$ cat src/rtl/alu_pkg.sv
// Shared types for the ALU select interface: opcode map, compare encoding
// and the sweep controller FSM states.
package alu_pkg;

    typedef enum logic [2:0] {
        ALU_AND = 3'd0,
        ALU_OR  = 3'd1,
        ALU_SHR = 3'd2,
        ALU_SHL = 3'd3,
        ALU_ADD = 3'd4,
        ALU_SUB = 3'd5,
        ALU_CMP = 3'd6
    } alu_op_e;

    localparam logic [7:0] ALU_CMP_GT = 8'h01;
    localparam logic [7:0] ALU_CMP_LT = 8'h02;

    typedef enum logic [1:0] {
        ST_IDLE  = 2'd0,
        ST_DRIVE = 2'd1,
        ST_SEND  = 2'd2
    } sweep_state_e;

    // 2'b01 = x>y, 2'b10 = x<y, 2'b00 = equal or not a compare opcode
    function automatic logic [1:0] cmp_decode(input logic [2:0] op, input logic [7:0] z);
        logic [1:0] f;
        f = 2'b00;
        if (op == ALU_CMP) begin
            if (z == ALU_CMP_GT)      f = 2'b01;
            else if (z == ALU_CMP_LT) f = 2'b10;
        end
        return f;
    endfunction

endpackage

$ cat src/rtl/alu_sweep_ctrl.sv
// Steps an external 8-bit ALU through opcodes 0..NUM_OPS-1 for one operand
// pair and streams each settled result out. Optional: ALU_SWEEP_CMP_DECODE_EN.
module alu_sweep_ctrl
    import alu_pkg::*;
#(
    parameter int SETTLE  = 1,
    parameter int NUM_OPS = 7
) (
    input  logic       clk,
    input  logic       rst_n,
    input  logic       start_valid,
    output logic       start_ready,
    input  logic [7:0] op_x,
    input  logic [7:0] op_y,
    output logic [7:0] alu_x,
    output logic [7:0] alu_y,
    output logic [2:0] alu_sel,
    input  logic [7:0] alu_z,
    output logic       res_valid,
    input  logic       res_ready,
    output logic [7:0] res_data,
    output logic [2:0] res_op,
    output logic       res_last,
    output logic       busy
`ifdef ALU_SWEEP_CMP_DECODE_EN
    ,
    output logic [1:0] cmp_flag
`endif
);

    localparam logic [3:0] SETTLE_LAST = 4'(SETTLE - 1);
    localparam logic [2:0] LAST_OP     = 3'(NUM_OPS - 1);

    sweep_state_e state, state_nxt;
    logic [3:0]   cnt;
    logic         settled;

    assign settled = (cnt == SETTLE_LAST);

    always_ff @(posedge clk or negedge rst_n) begin
        if (!rst_n) state <= ST_IDLE;
        else        state <= state_nxt;
    end

    always_comb begin
        state_nxt = state;
        case (state)
            ST_IDLE:  if (start_valid)          state_nxt = ST_DRIVE;
            ST_DRIVE: if (settled)              state_nxt = ST_SEND;
            ST_SEND:  if (res_ready)            state_nxt = res_last ? ST_IDLE : ST_DRIVE;
            default:                            state_nxt = ST_IDLE;
        endcase
    end

    always_comb begin
        start_ready = (state == ST_IDLE);
        busy        = (state != ST_IDLE);
        res_valid   = (state == ST_SEND);
    end

    // Operands and select only move on a start or a result handshake, so the
    // ALU inputs are quiet for the whole settle window and under back-pressure.
    always_ff @(posedge clk or negedge rst_n) begin
        if (!rst_n) begin
            alu_x    <= '0;
            alu_y    <= '0;
            alu_sel  <= '0;
            cnt      <= '0;
            res_data <= '0;
            res_op   <= '0;
            res_last <= 1'b0;
`ifdef ALU_SWEEP_CMP_DECODE_EN
            cmp_flag <= 2'b00;
`endif
        end else begin
            case (state)
                ST_IDLE: if (start_valid) begin
                    alu_x   <= op_x;
                    alu_y   <= op_y;
                    alu_sel <= '0;
                    cnt     <= '0;
                end
                ST_DRIVE: begin
                    cnt <= cnt + 4'd1;
                    if (settled) begin
                        res_data <= alu_z;
                        res_op   <= alu_sel;
                        res_last <= (alu_sel == LAST_OP);
`ifdef ALU_SWEEP_CMP_DECODE_EN
                        cmp_flag <= cmp_decode(alu_sel, alu_z);
`endif
                    end
                end
                ST_SEND: if (res_ready && !res_last) begin
                    alu_sel <= alu_sel + 3'd1;
                    cnt     <= '0;
                end
                default: ;
            endcase
        end
    end

endmodule
$ cat config.mk
export PLATFORM = sky130hd
export DESIGN_NAME = alu_sweep_ctrl
export DESIGN_NICKNAME = d
export VERILOG_FILES = /design/src/rtl/alu_pkg.sv /design/src/rtl/alu_sweep_ctrl.sv
export SDC_FILE = /design/constraint.sdc
export NUM_CORES = 1
export LEC_CHECK = 0
export BUFFER_PORTS_ARGS = -buffer_cell sky130_fd_sc_hd__buf_2
export CORE_MARGIN = 10
export CORE_UTILIZATION = 51
export CTS_CLUSTER_SIZE = 14
export DETAILED_ROUTE_END_ITERATION = 12
export PLACE_DENSITY = 0.83
export SLEW_MARGIN = 10
export SYNTH_ARGS = -nofsm -noshare
export SYNTH_HDL_FRONTEND = slang
export SYNTH_SLANG_ARGS = --single-unit
$ cat constraint.sdc
create_clock -name clk -period 2.36 [get_ports clk]
set_clock_uncertainty 0.1 [all_clocks]
set_input_delay 0.472 -clock clk [delete_from_list [all_inputs] [get_ports clk]]
set_output_delay 0.472 -clock clk [all_outputs]
set_load 0.02 [all_outputs]
* Word-level counts from Yosys, hierarchy flattened
Index checks and enable logic that the tools add are counted.
Storage, ports and cells: logic and storage cells 40, register bits after elaboration 37, bits of input ports 28, output and inout bits 34
Cells by class: add/sub/neg operators 2, reductions and logical operators 12, muxes and demuxes 11, equal/unequal tests 7
Operators with widths (number):
- 4-bit case mux with 3 select lines | 1
- 3-bit AND reduction | 3
- 4-bit 2-to-1 mux | 2
- 2-bit 2-to-1 mux | 3
- 3-bit 2-to-1 mux | 2
- 2-bit case mux with 3 select lines | 1
- 3-bit case mux with 2 select lines | 1
- 4-bit by 1-bit adder with 4-bit output (second input constant) | 1
- 4-bit logical NOT | 1
- 2-bit by 1-bit inequality test with 1-bit output (second input constant) | 2
- 2-bit inequality test (second input constant) | 2
- 2-bit AND reduction | 2
- 2-bit nonzero test | 2
- 3-bit by 1-bit adder with 3-bit output (second input constant) | 1
- 3-bit == test (second input constant) | 1
- 3-bit nonzero test | 1
- 2-bit by 1-bit == test with 1-bit output (second input constant) | 1
- 2-bit == test (second input constant) | 1
- 2-bit logical NOT | 1
- 1-bit logical AND | 1
- 1-bit logical NOT | 1
- 1-bit 2-to-1 mux | 1

* Logic depth before layout (Yosys ltp)
Gate-level depths: netlist of run 1.
depth in word-level cells 4, depth in mapped cells 5, depth with buffers taken out 4

* Worst setup path after synthesis of run 1
Ideal clock, no wire load.
path type input-to-reg, start input port start_valid, end register alu_x[1], buffers on the path 2, required time 2.135 ns, arrival time 1.395 ns, stages 4, slack 0.740 ns, library setup time 0.125 ns, path through or3b_1 > buf_4 > buf_6 > mux2_4
Between the ends: word-level cells in the longest chain between the ends 1
RTL lines:
- from (decl) | line alu_sweep_ctrl.sv:11 | input logic start_valid,
- 2-bit AND reduction (no line)
- to (signal assigned) | line alu_sweep_ctrl.sv:78 | alu_x <= op_x;
- to (decl) | line alu_sweep_ctrl.sv:15 | output logic [7:0] alu_x,
No other way between the ends. A chain may end at the register's enable or synchronous reset.

* Worst setup path after layout of run 1
start register state[1], end register res_data[7]
Between the ends: word-level cells in the longest chain between the ends 2
RTL lines:
- from (decl) | line alu_sweep_ctrl.sv:34 | sweep_state_e state, state_nxt;
- from (signal assigned) | line alu_sweep_ctrl.sv:42 | else state <= state_nxt;
- 2-bit by 1-bit == test with 1-bit output | line alu_sweep_ctrl.sv:76 | case (state)
- 2-bit AND reduction (no line)
- to (signal assigned) | line alu_sweep_ctrl.sv:86 | res_data <= alu_z;
- to (decl) | line alu_sweep_ctrl.sv:21 | output logic [7:0] res_data,
No other way between the ends.

==> flow_metrics.py, run 1 <==
metrics = {
    "global_route": {
        "busiest_layer": "met2",
        "use_met3_pct": 6.44,
        "grtUsageTotal_pct": 12.5,
        "antenna_found_initial": 0,
        "globalRouteMet1Util_pct": 13.8,
        "grt-ovfl-total": 0,
        "grt_pass1_wl_mm": 5.29,
        "grtUsageMet2_pct": 20.0,
        "grt_max_degree": 38,
        "grt_pass1_vias": 1109,
    },
    "routing": {
        "initialDrtViolationCount": 72,
        "drtAntennaViolNets": 0,
        "dr.pass1.iters": 3,
        "wire_per_inst_um": 16.9,
        "post-route-drc-count": 0,
        "totalWireLength_mm": 3.42,
        "vias": 1047,
        "viasPerCell": 5.18,
    },
    "power": {
        "leakage_uw": 0.00105,
        "seqPwrFrac_pct": 37.8,
        "p_switching_uw": 1130,
        "switching_share_pct": 38.7,
        "ir_worst_vdd_mv": 0.877,
        "internal_power_uw": 1790,
        "clockPowerShare_pct": 15.8,
        "powerDensity_nw_per_um2": 1490,
        "combPwrFrac_pct": 46.3,
    },
    "min_path": {
        "worst_hold_path_type": "in2async",
    },
    "clock_tree": {
        "cts-buffers-inserted": 5,
        "cts_setup_buffers": 0,
        "ctsHoldBuffers": 0,
        "clk_pin_slew_ns": 0.11,
        "clockBufferDepth": 2,
        "ctsResizeCount": 0,
        "cts_num_sinks": 37,
        "htreeDepth": 2,
        "cts-root-buf": "clkbuf_4",
        "tritoncts": "built",
        "clk_latency_ns": 0.34,
    },
    "setup_path": {
        "criticalPathCategory": "reg2reg",
        "cp_top_family": "simple AND/OR/NAND/NOR gates",
        "critPathMaxStageDelay_ns": 0.48,
        "cp_max_fo": 13,
        "critPathSlowestCell": "nand3_1",
        "cp-end-kind": "register",
        "crit_arrival_ns": 2.03,
        "path_cells": "and2b_1 -> nand3_1 -> mux2_2",
        "crit_path_start_kind": "register",
        "crit_buf_inv": 0,
        "required_ns": 2.49,
    },
    "sta": {
        "worstMarginPinSlew_ns": 0.858,
        "slew_violations": 0,
        "min_period_over_period_pct": 80.4,
        "finalSetupTns_ns": 0,
        "fin_crit_ns": 1.90,
        "hold_ws_ns": 0.110,
        "setup_viol": 0,
        "slew_headroom_pct": 42.8,
        "finalHoldViolations": 0,
        "rsz0062_at_grt": "false",
        "fmax_ghz": 0.527,
    },
    "place": {
        "gp_congestion": 0.736,
        "port_buffers": 61,
        "dpl.hpwl_mm": 2.64,
    },
    "synth": {
        "yosys_warnings": 0,
        "postSynthAreaPerCell_sq_um": 14.8,
        "yosysUniqueCellTypes": 25,
        "synth_flop_cell": "dfrtp_1",
        "synth.area.top_cells": "dfrtp_1 59%, mux2_2 14%, mux2_4 7.7%, ha_1 3.2%, a22o_1 1.7%",
        "synthCells": 105,
        "async_flop_share_pct": 100,
        "yosysSeqAreaShare_pct": 59.5,
        "synth-edff-count": 0,
        "synth_top_area_share_pct": 59.5,
        "synth-seq-cells": 37,
        "synth_largest_area_cell": "dfrtp_1",
        "syn-cell-area_sq_um": 1560,
        "synthesis.nets": 137,
    },
    "final_layout": {
        "final_common_cell": "buf_2",
        "num_antenna_cells": 0,
        "drive_gt1_share_pct": 56.7,
        "layout.nets": 202,
        "area_delta_synth_final_pct": 25.9,
        "mostFrequentLayoutCells": "61 x buf_2, 37 x dfrtp_1, 20 x mux2_2, 8 x mux2_4, 6 x inv_1",
    },
    "floorplanning": {
        "die_area_sq_um": 5660,
        "die_x_um": 75.2,
        "start_util_pct": 55.0,
        "ios": 62,
        "core.rowCount": 19,
        "fp.coreArea_sq_um": 2830,
        "die_height_um": 75.2,
    },
    "job": {
        "drv_cap": 0,
    },
    "status": {
        "outcome": "finished, final reports clean",
    },
}
-- state kept, by name (all words and copies together), names as in the netlist --
register	count
alu_sel	3
alu_x	8
alu_y	8
cnt	4
res_data	8
res_last	1
res_op	3
state	2
-- layout make-up --
cell class	instances	area, sq um
Clock inverter	1	30.0
Multi-Input combinational cell	59	582
Timing Repair Buffer	61	305
Tap cell	31	38.8
Sequential cell	37	926
Clock buffer	7	55.1
Inverter	6	22.5
Fill cell	201	870
-- worst paths after layout --
kind	startpoint	slack, ns	depth (start not counted)	end
min	rst_n	0.11	1	alu_y[5]
min reg2reg	res_data[0]	0.41	1	res_data[0]
max in group asynchronous	rst_n	1.55	1	res_data[0]
min in group clk	op_y[4]	0.25	2	alu_y[4]
max	state[1]	0.46	3	res_data[7]
max reg2reg	state[1]	0.46	3	res_data[7]
-- per-stage QoR --
step | total power (uW) | utilization, % | instance area [sq um] | instances | worst slack, ns
after global placement | 2430 | 66.3 | 1870 | 194 | 0.442
after CTS | 2950 | 69.3 | 1960 | 202 | 0.428
after floorplan | 2050 | - | 1560 | 105 | 0.740
after global routing | 3090 | 69.3 | 1960 | 202 | 0.325
final | 2920 | 69.3 | 1960 | 202 | 0.461
after detailed placement | 2500 | 66.3 | 1870 | 194 | 0.399
-- power groups by stage --
stage | Combinational [uW] | Sequential (uW) | Clock, uW
5_1_grt | 1450 | 1150 | 489
4_1_cts | 1380 | 1110 | 464
6_report | 1350 | 1100 | 461
2_1_floorplan | 642 | 1410 | 0
3_5_place_dp | 1380 | 1110 | 0
3_3_place_gp | 1340 | 1090 | 0
-- logic make-up (layout without fill, tap and decap cells) --
group           after synthesis  after routing  share of synthesized area, %
compound gates                9              9                          4.10
xor+xnor                      2              2                          1.13
fa+ha+maj                     4              4                          3.22
buf+inv                       9             75                          3.13
flops                        37             37                          59.5
mux                          30             30                          23.5
simple gates                 14             14                          5.47
-- cells in the mapped netlist (all sizes together), types with 2 or more instances --
cell / n
dfrtp: 37
mux2: 28
inv: 6
ha: 4
a22o: 3
buf: 3
nand3: 3
o21ai: 3
mux2i: 2
nand2: 2
nand2b: 2
-- worst reg2reg max path: cells and delay by family (launching register included) --
family        cells  cell delay (ns)
simple gates      2             0.78
mux               1             0.46
flops             1             0.45
-- metal layers --
layer / wire, um / share of wire, % / up-vias
met5: 0 / 0 / -
met4: 57 / 1.7 / 0
met3: 287 / 8.4 / 6
met2: 1720 / 50 / 34
met1: 1350 / 39 / 513
li1: - / - / 494
(Power assumes the default switching activity.)
==> run 2, diff against run 1 <==
- CORE_UTILIZATION: 51 -> 47
- PLACE_DENSITY: 0.83 -> 0.78
- clock period: 2.36 -> 1.9 ns (I/O delays scaled with it)
==> flow_metrics.py, run 2 (synthesized netlist as in run 1, its figures left out) <==
metrics = {
    "global_route": {
        "globalRouteMet1Util_pct": 12.2,
        "grt-ovfl-total": 0,
        "grt_max_degree": 38,
        "antenna_found_initial": 0,
        "use_met3_pct": 7.03,
        "grt_pass1_vias": 1236,
        "grtUsageTotal_pct": 12.2,
        "grt_pass1_wl_mm": 5.89,
        "grtUsageMet2_pct": 21.2,
        "busiest_layer": "met2",
    },
    "clock_tree": {
        "ctsResizeCount": 0,
        "ctsHoldBuffers": 0,
        "clockBufferDepth": 2,
        "htreeDepth": 2,
        "clk_pin_slew_ns": 0.10,
        "clk_latency_ns": 0.33,
        "tritoncts": "built",
        "cts-root-buf": "clkbuf_4",
        "cts-buffers-inserted": 5,
        "cts_setup_buffers": 0,
        "cts_num_sinks": 37,
    },
    "power": {
        "ir_worst_vdd_mv": 0.965,
        "leakage_uw": 0.00105,
        "switching_share_pct": 39.8,
        "power_uw": 3500,
        "seqPwrFrac_pct": 39.2,
        "internal_power_uw": 2110,
        "combPwrFrac_pct": 49.1,
        "p_switching_uw": 1400,
        "clockPowerShare_pct": 11.7,
        "powerDensity_nw_per_um2": 1780,
    },
    "setup_path": {
        "crit_arrival_ns": 1.28,
        "cp_max_fo": 6,
        "crit_path_start": "state[1]",
        "criticalPathCategory": "reg2out",
        "critPathMaxStageDelay_ns": 0.43,
        "path_depth": 3,
        "reg2reg_from": "state[1]",
        "cp_top_family": "flip-flops",
        "critPathSlowestCell": "dfrtp_1",
        "cp-end-kind": "primary output",
        "ff2ff_path_depth": 3,
        "crit_path_start_kind": "register",
        "worstSetupEndpoint": "start_ready",
        "required_ns": 1.42,
        "r2r_slack_ns": 0.33,
        "crit_buf_inv": 2,
        "r2r_end": "alu_x[1]",
        "path_cells": "or2_2 -> inv_1 -> buf_2",
    },
    "sta": {
        "rsz0062_at_grt": "false",
        "fmax_ghz": 0.568,
        "slew_headroom_pct": 47.3,
        "finalHoldViolations": 0,
        "setup_viol": 0,
        "finalSetupTns_ns": 0,
        "finalWorstSetupSlack_ns": 0.139,
        "worstMarginPinSlew_ns": 0.791,
        "min_period_over_period_pct": 92.7,
        "fin_crit_ns": 1.76,
        "hold_ws_ns": 0.0281,
        "slew_violations": 0,
    },
    "place": {
        "dp_slack_ns": 0.323,
        "gp_congestion": 0.713,
        "dpl.hpwl_mm": 2.81,
        "port_buffers": 61,
        "placed_area_sq_um": 1910,
    },
    "floorplanning": {
        "die_x_um": 77.5,
        "core.rowCount": 20,
        "fp.coreArea_sq_um": 3100,
        "die_area_sq_um": 6010,
        "start_util_pct": 50.2,
        "die_height_um": 77.5,
        "ios": 62,
    },
    "final_layout": {
        "fin_area_sq_um": 1970,
        "mostFrequentLayoutCells": "61 x buf_2, 37 x dfrtp_1, 20 x mux2_2, 8 x mux2_4, 6 x inv_1",
        "regArea_sq_um": 926,
        "final_common_cell": "buf_2",
        "drive_gt1_share_pct": 57.2,
        "multi_input_area_sq_um": 582,
        "layout.nets": 205,
        "area_delta_synth_final_pct": 26.4,
        "fillers": 263,
        "reg_top3": "alu_x: 8 flops, alu_y: 8 flops, res_data: 8 flops",
        "num_antenna_cells": 0,
    },
    "routing": {
        "post-route-drc-count": 0,
        "drtAntennaViolNets": 0,
        "viasPerCell": 4.93,
        "totalWireLength_mm": 3.51,
        "initialDrtViolationCount": 40,
        "dr.pass1.iters": 4,
        "vias": 1070,
        "wire_per_inst_um": 16.2,
    },
    "status": {
        "outcome": "finished, final reports clean",
    },
    "min_path": {
        "worst_hold_path_type": "in2async",
    },
    "job": {
        "drv_cap": 0,
    },
}
==> run 2: worst reg2reg max path, stage by stage, from the launching register on <==
cell	delay [ns]
dfrtp_1	0.43
or3b_1	0.41
buf_4	0.21
mux2_4	0.31
==> run 2: final cells by class <==
class / instances / area share (%)
flip-flops and latches: 37 / 47.0
multi-input cells: 59 / 29.6
repair buffers: 64 / 16.7
clock buffers: 7 / 2.80
well taps: 44 / 2.80
inverters: 6 / 1.14
==> run 2: per-layer routing <==
metal  part of all wire (%)  vias up  routed length (um)
met1                     36      522                1280
met5                      0        -                   0
met3                    9.6        6                 338
li1                       -      499                   -
met4                    1.1        0                  40
met2                     53       43                1850
==> run 2: power groups by stage <==
stage | logic (uW) | registers (uW) | clock network, uW
2_1_floorplan | 798 | 1750 | 0
3_3_place_gp | 1690 | 1360 | 0
3_5_place_dp | 1750 | 1390 | 0
4_1_cts | 1760 | 1380 | 424
5_1_grt | 1860 | 1430 | 462
6_report | 1720 | 1370 | 412
==> run 2: worst min-delay path by stage <==
stage                              to  slack (ns)        start
final                        alu_y[4]        0.03        rst_n
after floorplan            alu_sel[0]       -0.02        rst_n
after detailed placement  res_data[7]        0.39  res_data[7]
after CTS                      cnt[3]        0.05        rst_n
after global routing         alu_y[0]        0.08        rst_n
after global placement    res_data[0]        0.38  res_data[0]
==> run 2: per-stage QoR <==
step                      instances  utilization (%)
after CTS                       217             63.4
after global placement          210             61.7
after floorplan                 105                -
after global routing            217             63.4
final                           217             63.4
after detailed placement        210             61.7
==> run 3, diff against run 2 <==
- CORE_UTILIZATION: 47 -> 43
- PLACE_DENSITY: 0.78 -> 0.75
- clock period: 1.9 -> 1.5 ns (I/O delays scaled with it)
==> flow_metrics.py, run 3 (synthesized netlist as in run 1, its figures left out) <==
metrics = {
    "status": {
        "outcome": "finished, violations left",
        "violations": "negative setup slack",
    },
    "global_route": {
        "grt-ovfl-total": 0,
        "grt_pass1_vias": 1297,
        "grt_pass1_wl_mm": 5.86,
        "antenna_found_initial": 0,
        "grt_max_degree": 22,
        "grtUsageTotal_pct": 11.6,
    },
    "setup_path": {
        "cp_max_fo": 2,
        "crit_arrival_ns": 1.26,
        "required_ns": 1.10,
        "crit_path_start_kind": "register",
        "criticalPathCategory": "reg2out",
        "cp-end-kind": "primary output",
    },
    "power": {
        "internal_power_uw": 3150,
        "p_switching_uw": 1880,
        "clockPowerShare_pct": 14.3,
        "leakage_uw": 0.00115,
        "seqPwrFrac_pct": 34.1,
        "switching_share_pct": 37.4,
        "powerDensity_nw_per_um2": 2300,
        "combPwrFrac_pct": 51.6,
        "ir_worst_vdd_mv": 1.17,
    },
    "clock_tree": {
        "cts-root-buf": "clkbuf_4",
        "htreeDepth": 2,
        "tritoncts": "built",
        "cts_num_sinks": 37,
        "cts-buffers-inserted": 5,
        "clockBufferDepth": 2,
        "clk_pin_slew_ns": 0.11,
        "clk_latency_ns": 0.34,
    },
    "routing": {
        "vias": 1129,
        "drtAntennaViolNets": 0,
        "initialDrtViolationCount": 21,
        "totalWireLength_mm": 3.65,
        "post-route-drc-count": 0,
        "dr.pass1.iters": 4,
        "wire_per_inst_um": 15.7,
        "viasPerCell": 4.85,
    },
    "final_layout": {
        "num_antenna_cells": 0,
        "fin_area_sq_um": 2180,
        "drive_gt1_share_pct": 63.1,
        "area_delta_synth_final_pct": 40.3,
        "mostFrequentLayoutCells": "58 x buf_2, 37 x dfrtp_1, 20 x mux2_2",
        "reg_top3": "alu_x: 8 flops, alu_y: 8 flops, res_data: 8 flops",
        "post-route-util_pct": 63.9,
        "layout.nets": 218,
        "fillers": 270,
        "final_common_cell": "buf_2",
    },
    "sta": {
        "slew_headroom_pct": 72.5,
        "slew_violations": 0,
        "setup_viol": 19,
        "finalHoldViolations": 0,
        "min_period_over_period_pct": 111,
        "worstMarginPinSlew_ns": 0.412,
        "rsz0062_at_grt": "true",
        "fmax_ghz": 0.601,
        "finalWorstSetupSlack_ns": -0.164,
        "fin_crit_ns": 1.66,
    },
    "floorplanning": {
        "fp.coreArea_sq_um": 3420,
        "core.rowCount": 21,
        "die_x_um": 80.2,
        "die_height_um": 80.2,
        "start_util_pct": 45.6,
        "ios": 62,
        "die_area_sq_um": 6430,
    },
    "place": {
        "dpl.hpwl_mm": 2.90,
        "dp_slack_ns": -0.0253,
        "placed_area_sq_um": 1990,
        "port_buffers": 61,
        "gp_congestion": 0.747,
    },
    "min_path": {
        "worst_hold_path_type": "in2reg",
    },
    "job": {
        "drv_cap": 0,
    },
}
[run 3: repair_timing]
action,in CTS,in global routing
pin swaps,0,3
hold buffers,1,0
setup endpoints to repair,27,36
gates resized for setup,14,6
buffers inserted,4,1
hold endpoints to repair,16,0
[run 3: worst paths after layout]
| path | from | endpoint | slack [ns] | cells past startpoint |
|---|---|---|---|---|
| max | state[0] | start_ready | -0.16 | 4 |
| min | alu_z[5] | res_data[5] | 0.08 | 2 |
| max reg2reg | state[1] | alu_y[7] | -0.14 | 4 |
| min reg2reg | alu_y[1] | alu_y[1] | 0.41 | 1 |
| max in group asynchronous | rst_n | alu_y[7] | 0.54 | 3 |
| min in group asynchronous | rst_n | cnt[0] | 0.31 | 2 |
[run 3: layout make-up]
cell class | instances | area (sq um) | share of cell area, %
clock inverter | 1 | 30.0 | 1.38
multi-input combinational | 59 | 602 | 27.6
timing repair buffer | 77 | 490 | 22.5
inverter | 6 | 22.5 | 1.03
clock buffer | 7 | 55.1 | 2.52
sequential | 37 | 926 | 42.4
tap | 46 | 57.6 | 2.64
[run 3: worst max-delay path, stage by stage, from the launching register on]
cell and delay [ns]:
dfrtp_1 0.41, buf_6 0.12, or2_4 0.25, inv_2 0.05, buf_6 0.10
[run 3: routing by layer]
metal / GRT usage (%) / routed length (um) / vias to the layer above
met4: 4.93 / 56 / 0
met1: 11.1 / 1340 / 559
met3: 5.46 / 253 / 7
met5: 0 / 0 / -
met2: 20.9 / 2010 / 37
li1: - / - / 526
[run 3: power by group through the flow]
stage,Sequential (uW),Combinational (uW),Clock (uW)
after detailed placement,1730,2380,0
final,1720,2590,717
after CTS,1720,2560,732
after floorplan,2220,1030,0
after global placement,1700,2300,0
after global routing,1780,2770,786
[run 3: per-stage QoR]
stage               TNS [ns]  hold slack [ns]  std cells  total power (uW)
floorplan             -0.549          -0.0956        105              3250
global placement           0            0.144        219              4000
detailed placement    -0.175            0.154        219              4100
CTS                    -1.79           0.0672        232              5010
global route           -3.14           0.0548        233              5330
finish                 -2.22           0.0835        233              5030
